`src/rtl/pwm_pkg.sv`:
```
// pwm_pkg: shared definitions for the multi-channel PWM timebase.
// Holds the timebase FSM encoding and the minimum-period clamp helper.
// Optional feature macro used by the PWM files: PWM_POLARITY_EN.
package pwm_pkg;

  localparam int STATE_W = 2;

  // Fixed encodings keep the state register compatible with older captures.
  typedef enum logic [STATE_W-1:0] {
    ST_IDLE = 2'd0,
    ST_LOAD = 2'd1,
    ST_RUN  = 2'd2
  } state_e;

  // A period of one clock cannot produce a wrap plus a half-period event,
  // so a requested period_m1 of 0 is promoted to 1 (two clocks minimum).
  function automatic logic [31:0] clamp_period_m1(input logic [31:0] p);
    return (p == 32'd0) ? 32'd1 : p;
  endfunction

endpackage

```
`src/rtl/pwm_timebase_multi_compare_ch.sv`:
```
// pwm_compare_ch: one PWM channel of the timebase.
// Double-buffered duty (shadow written by the host, active loaded at the
// period boundary) feeding a registered compare against the shared counter.
// With PWM_POLARITY_EN defined, a per-channel polarity bit is buffered the
// same way and sets both the output inversion and the idle level.
module pwm_compare_ch #(
  parameter int CNT_W = 10
) (
  input  logic             i_clk,
  input  logic             i_reset,
  input  logic             i_wr,
  input  logic             i_load,
  input  logic             i_run,
  input  logic [CNT_W-1:0] i_duty,
  input  logic [CNT_W-1:0] i_counter,
`ifdef PWM_POLARITY_EN
  input  logic             i_polarity,
`endif
  output logic             o_pwm
);

  logic [CNT_W-1:0] duty_shadow;
  logic [CNT_W-1:0] duty_active;
  logic             pol_active;

`ifdef PWM_POLARITY_EN
  logic pol_shadow;

  // Polarity shadow captured on host write
  always_ff @(posedge i_clk or posedge i_reset) begin
    if (i_reset)   pol_shadow <= 1'b0;
    else if (i_wr) pol_shadow <= i_polarity;
  end

  // Polarity becomes active together with duty at LOAD and at wrap
  always_ff @(posedge i_clk or posedge i_reset) begin
    if (i_reset)     pol_active <= 1'b0;
    else if (i_load) pol_active <= pol_shadow;
  end
`else
  assign pol_active = 1'b0;
`endif

  // Duty shadow captured on host write
  always_ff @(posedge i_clk or posedge i_reset) begin
    if (i_reset)   duty_shadow <= '0;
    else if (i_wr) duty_shadow <= i_duty;
  end

  // Active duty only changes at a period boundary, so no glitches mid-period
  always_ff @(posedge i_clk or posedge i_reset) begin
    if (i_reset)     duty_active <= '0;
    else if (i_load) duty_active <= duty_shadow;
  end

  // Registered compare; outside RUN the pin rests at its inactive level
  always_ff @(posedge i_clk or posedge i_reset) begin
    if (i_reset)    o_pwm <= 1'b0;
    else if (i_run) o_pwm <= (i_counter < duty_active) ^ pol_active;
    else            o_pwm <= pol_active;
  end

endmodule

```
`src/rtl/pwm_timebase_multi.sv`:
```
// pwm_timebase_multi: shared up-counter timebase with N_CH compare channels.
// Runtime-programmable period and per-channel duty, both double-buffered so
// host writes only take effect at the next period boundary. Also produces a
// one-cycle wrap tick and a divided clock toggling at half period and wrap.
// Optional feature: define PWM_POLARITY_EN to add per-channel polarity.
module pwm_timebase_multi
  import pwm_pkg::*;
#(
  parameter int CNT_W         = 10,
  parameter int N_CH          = 2,
  parameter int DEF_PERIOD_M1 = 999
) (
  input  logic                   i_clk,
  input  logic                   i_reset,
  input  logic                   i_en,
  input  logic [CNT_W-1:0]       i_period_m1,
  input  logic [N_CH*CNT_W-1:0]  i_duty,
  input  logic                   i_wr,
`ifdef PWM_POLARITY_EN
  input  logic [N_CH-1:0]        i_polarity,
`endif
  output logic [CNT_W-1:0]       o_counter,
  output logic                   o_tick,
  output logic                   o_clk_div,
  output logic [N_CH-1:0]        o_pwm
);

  localparam logic [CNT_W-1:0] DEF_P = CNT_W'(DEF_PERIOD_M1);

  state_e           state;
  logic [CNT_W-1:0] counter;
  logic [CNT_W-1:0] period_shadow;
  logic [CNT_W-1:0] period_active;
  logic [CNT_W-1:0] period_wr;
  logic             running;
  logic             wrap;
  logic             load_active;

  assign running     = (state == ST_RUN) && i_en;
  assign wrap        = (state == ST_RUN) && (counter == period_active);
  // Shadow -> active transfer happens on entry to RUN and at every wrap
  assign load_active = i_en && ((state == ST_LOAD) || wrap);
  assign period_wr   = CNT_W'(clamp_period_m1(32'(i_period_m1)));

  assign o_counter = counter;
  assign o_tick    = wrap;

  // Run-control FSM: dropping i_en returns to IDLE from any state
  always_ff @(posedge i_clk or posedge i_reset) begin
    if (i_reset)    state <= ST_IDLE;
    else if (!i_en) state <= ST_IDLE;
    else begin
      case (state)
        ST_IDLE: state <= ST_LOAD;
        ST_LOAD: state <= ST_RUN;
        ST_RUN:  state <= ST_RUN;
        default: state <= ST_IDLE;
      endcase
    end
  end

  // Timebase counter: counts in RUN, returns to 0 at wrap and outside RUN
  always_ff @(posedge i_clk or posedge i_reset) begin
    if (i_reset)                counter <= '0;
    else if (running && !wrap)  counter <= counter + 1'b1;
    else                        counter <= '0;
  end

  // Period shadow captured on host write, with the minimum-period clamp
  always_ff @(posedge i_clk or posedge i_reset) begin
    if (i_reset)   period_shadow <= DEF_P;
    else if (i_wr) period_shadow <= period_wr;
  end

  // Active period takes the pre-write shadow when a write coincides with wrap
  always_ff @(posedge i_clk or posedge i_reset) begin
    if (i_reset)          period_active <= DEF_P;
    else if (load_active) period_active <= period_shadow;
  end

  // Divided clock: toggles after the half-period count and after the wrap
  always_ff @(posedge i_clk or posedge i_reset) begin
    if (i_reset)       o_clk_div <= 1'b0;
    else if (!running) o_clk_div <= 1'b0;
    else if ((counter == (period_active >> 1)) || wrap)
      o_clk_div <= ~o_clk_div;
  end

  for (genvar k = 0; k < N_CH; k++) begin : g_ch
    pwm_compare_ch #(
      .CNT_W (CNT_W)
    ) u_ch (
      .i_clk      (i_clk),
      .i_reset    (i_reset),
      .i_wr       (i_wr),
      .i_load     (load_active),
      .i_run      (running),
      .i_duty     (i_duty[k*CNT_W +: CNT_W]),
      .i_counter  (counter),
`ifdef PWM_POLARITY_EN
      .i_polarity (i_polarity[k]),
`endif
      .o_pwm      (o_pwm[k])
    );
  end

endmodule
```
`config.mk`:
```
export PLATFORM = sky130hd
export DESIGN_NAME = pwm_timebase_multi
export DESIGN_NICKNAME = d
export VERILOG_FILES = /design/src/rtl/pwm_pkg.sv /design/src/rtl/pwm_timebase_multi_compare_ch.sv /design/src/rtl/pwm_timebase_multi.sv
export SDC_FILE = /design/constraint.sdc
export NUM_CORES = 1
export LEC_CHECK = 0
export ABC_CLOCK_PERIOD_IN_PS = 2100
export CAP_MARGIN = 20
export CORE_ASPECT_RATIO = 0.7
export CORE_MARGIN = 3
export CORE_UTILIZATION = 35
export CTS_BUF_LIST = sky130_fd_sc_hd__clkbuf_8 sky130_fd_sc_hd__clkbuf_16
export CTS_CLUSTER_DIAMETER = 30
export DETAILED_ROUTE_END_ITERATION = 10
export PLACE_DENSITY = 0.66
export SLEW_MARGIN = 30
export SYNTH_ARGS = -nofsm -noshare
export SYNTH_HDL_FRONTEND = slang
export SYNTH_SLANG_ARGS = --single-unit
```
`constraint.sdc`:
```
create_clock -name i_clk -period 2.1 [get_ports i_clk]
set_input_delay 0.315 -clock i_clk [delete_from_list [all_inputs] [get_ports i_clk]]
set_output_delay 0.315 -clock i_clk [all_outputs]
set_load 0.03 [all_outputs]
```
==> metrics.md <==
| Metric | Value |
|---|---|
| Total clock buffers created by CTS | 9 |
| Arrival time of data at the critical path endpoint | 1.69 ns |
| Slack of the critical path | 0.0965 ns |
| Number of distinct library cell variants in the gate-level netlist after synthesis | 36 |
| Worst VDD drop | 458 uV |
| Worst Setup Slack post-DPL | between 0.15 and 0.2 ns |
| Ranking of synthesized cells by area | dfrtp_1, mux2_4, dfstp_2 |
| Iteration-0 DRC Markers | 82 |
| Final Routed Wirelength | 7560 um |
| Synth Register Bits | 75 |
| Maximum number of pins on one net before global-route repair | 32 |
| Critical path class | reg -> out |
| Post-place instance area | 4460 sq um |
| Post-route standard cell area excluding fillers | 4740 sq um |
| Status | finished clean |
| N_diodes | 0 |
| Fraction of synthesized cell area in xor and xnor cells | around 6.3% |
| Fraction of synthesized area in multiplexers | 20.8% |
| Number of clock sinks seen by CTS | 75 |
| Setup total negative slack | 0 ns |
| Pwr Total | 4.88 mW |
| Sequential cell area fraction in the yosys report | 50.7% |
| Cell Rows | 30 |
| Total count of max-transition violations in the final report | 0 |
| Wire length of the first global-routing pass | 12700 um |
| Initial core utilization | 37.2% |
| Dominant combinational cell family by area after synthesis | multiplexers |
| Leakage | 2.17 nW |
| Tightest slew margin relative to the limit | 71.4% |
| Total via count in the routed design | about 2.3k |
| Remaining Overflow, GRT | 0 |
| Slew at the pin with the worst max-slew slack | between 0.4 and 0.5 ns |
| Number of nets with antenna violations after routing | 0 |
| Synthesized netlist net count | 340 |
| Tmin final | roughly 2 ns |
| Final layout net count | 404 |
| Clock tree root driver cell | clkbuf_16 |
| GRT Overall Usage | 13.9% |
| DRC violations left | 0 |
| Area share of the leading cell type in the synthesized netlist | 39.5% |
| Required arrival time at the worst endpoint | 1.78 ns |
| Share of cells above drive strength 1 | 31.7% |
| Clock insertion delay at the later pin of the skew report | 0.34 ns |
| Max-cap violations | 0 |
| Initial antenna violation count | 0 |
| Library cell with the largest summed area after synthesis | dfrtp_1 |
| Synthesized-area fraction occupied by adder cells | 7.36% |
| Number of instances in the synthesized netlist | 284 |
| Number of top-level pins | 48 |
| Area fraction in and, or, nand and nor cells after synthesis | between 7 and 8% |
| Area fraction in compound gates after synthesis | 3.48% |
| P&R area growth vs syn | 26.8% |
| Capturing element type of the critical path | output pin |
| CP startpoint kind | flip-flop |
| PwrDens | 1030 nW/um^2 |
| Placer's final routability congestion estimate | 0.869 |
| Upper clock frequency limit | approximately 500 MHz |
| Die height | 92.5 um |
| Period Utilization, post-route | 95.4% |
| Area of the die | roughly 12000 sq um |
| RSZ-0062 raised after global routing | false |
| Clock tree from TritonCTS | done |
| Top fanout value on the critical path | 3 |
| Post-synth design cell area | 3740 sq um |
| # port buffers | 47 |
| Ys Warns | 0 |
| Post-DR vias/cell | 4.84 |
| Final-report setup violation count | 0 |
| Detailed Place HPWL | about 5600 um |
| Largest clock skew in the final design | about 0.0057 ns |
| Bufs on Longest Clock Path | 2 |
| Hold violation count in the final report | 0 |
| WL per Instance | 15.7 um |
| Core area | 10100 sq um |
| Min-Delay Path Class | in -> async |
| Die width | 130 um |
| Count of TritonRoute iterations in the first routing pass | 4 |
| Number of global-route vias before repair | roughly 2.3k |
| Average size of a mapped cell | 13.2 sq um |
| Clock Pin Slew Worst Setup and Hold Paths | 0.05 ns |
| H-tree depth | 3 |
-- area by class of cell --
cell class	count	area [sq um]
Fill cell	913	5320
Sequential cell	75	1900
Multi-Input combinational cell	177	1710
Timing Repair Buffer	63	617
Clock buffer	11	253
Tap cell	128	160
Inverter	22	86.3
Clock inverter	5	22.5
-- stage by stage --
stage	utilization [%]	instances	hold slack [ns]
after CTS	47.0	481	0.354
after detailed placement	44.3	465	0.492
after global placement	44.3	465	0.490
after global routing	47.2	481	0.366
after floorplan	-	284	0.444
final	47.2	481	0.348
-- routing by layer --
layer	wire length (um)	global-route usage, %	vias to the layer above
met5	0	0	-
met4	92	3.63	0
met3	444	5.30	9
met2	3020	18.5	55
met1	4000	20.9	1156
li1	-	-	1110
-- cell usage in the layout, fill, tap and decap left out, types with 2 or more instances in the layout --
cell	netlist	final
xor2_1	4	4
and2_1	3	3
nand4_1	8	8
o311ai_1	2	2
ha_1	22	22
nor2b_1	2	2
dfrtp_1	59	58
a21oi_1	4	4
nor2_1	17	17
o21ai_0	2	2
nand2b_1	2	2
nand2_1	3	3
xnor2_1	23	22
mux2_2	29	29
clkbuf_8	0	2
a21o_1	3	3
mux2_4	30	30
inv_1	22	24
dfstp_2	16	16
buf_12	0	2
o21a_1	2	2
and3_1	2	2
buf_4	2	14
clkdlybuf4s50_1	0	46
nand3_1	5	5
a211oi_1	4	4
clkbuf_16	0	9
-- logic make-up (layout without fill, tap and decap cells) --
logic type,count (synthesis),count (layout)
AOI/OAI and AO/OA,19,19
xor gates and xnor gates,27,27
adders and majority gates,22,22
buffers and inverters,32,101
DFF,75,75
muxes,59,59
and+or+nand+nor,50,50
-- final timing paths --
check,slack (ns),endpoint,from,cells past startpoint
worst max-delay path,0.1,o_tick,period_active[8],4
worst min-delay path,0.35,g_ch[0].u_ch.duty_shadow[9],i_reset,2
worst max register to register,0.14,g_ch[1].u_ch.duty_active[0],period_active[8],6
worst min register to register,0.50,g_ch[1].u_ch.duty_active[2],g_ch[1].u_ch.duty_shadow[2],1
max in group asynchronous,1.15,period_active[2],i_reset,3
min in group i_clk,0.50,g_ch[1].u_ch.duty_active[2],g_ch[1].u_ch.duty_shadow[2],1
-- Yosys cell counts, drive strengths merged --
master / count
o311ai: 2
or4: 1
and4: 1
nand2b: 2
dfstp: 16
nand3: 6
a21o: 3
buf: 10
nor3: 2
dfrtp: 59
or3: 1
nand2: 3
o21ai: 3
nand4: 8
nor2: 17
xor2: 4
o21a: 2
a211oi: 4
a21oi: 4
xnor2: 23
nor4: 1
ha: 22
nor2b: 2
and3: 3
mux2: 59
a31oi: 1
inv: 22
and2: 3
-- sequential cells by signal, summed over array words and instances, names as in the netlist --
name	flops
period_active	10
g_ch.u_ch.duty_shadow	20
o_clk_div	1
period_shadow	10
g_ch.u_ch.o_pwm	2
g_ch.u_ch.duty_active	20
state	2
o_counter	10
-- critical path: stages, from the launching register on --
cell and delay [ns]:
dfstp_2 0.57, xnor2_1 0.15, nand4_1 0.17, nor3_4 0.29, buf_6 0.17
-- where the power goes --
group	internal, mW	switching, mW	total, mW
logic	0.816	0.464	1.28
registers	1.89	0.288	2.17
clock network	0.849	0.572	1.42
total	3.55	1.32	4.88
-- what timing repair did --
action / 4_1_cts / 5_1_grt
hold buffers: 0 / 0
endpoints found under the setup margin: 0 / 1
buffers inserted: 0 / 0
resized for setup: 0 / 3
No activity file was read; power rests on OpenSTA's default activity.
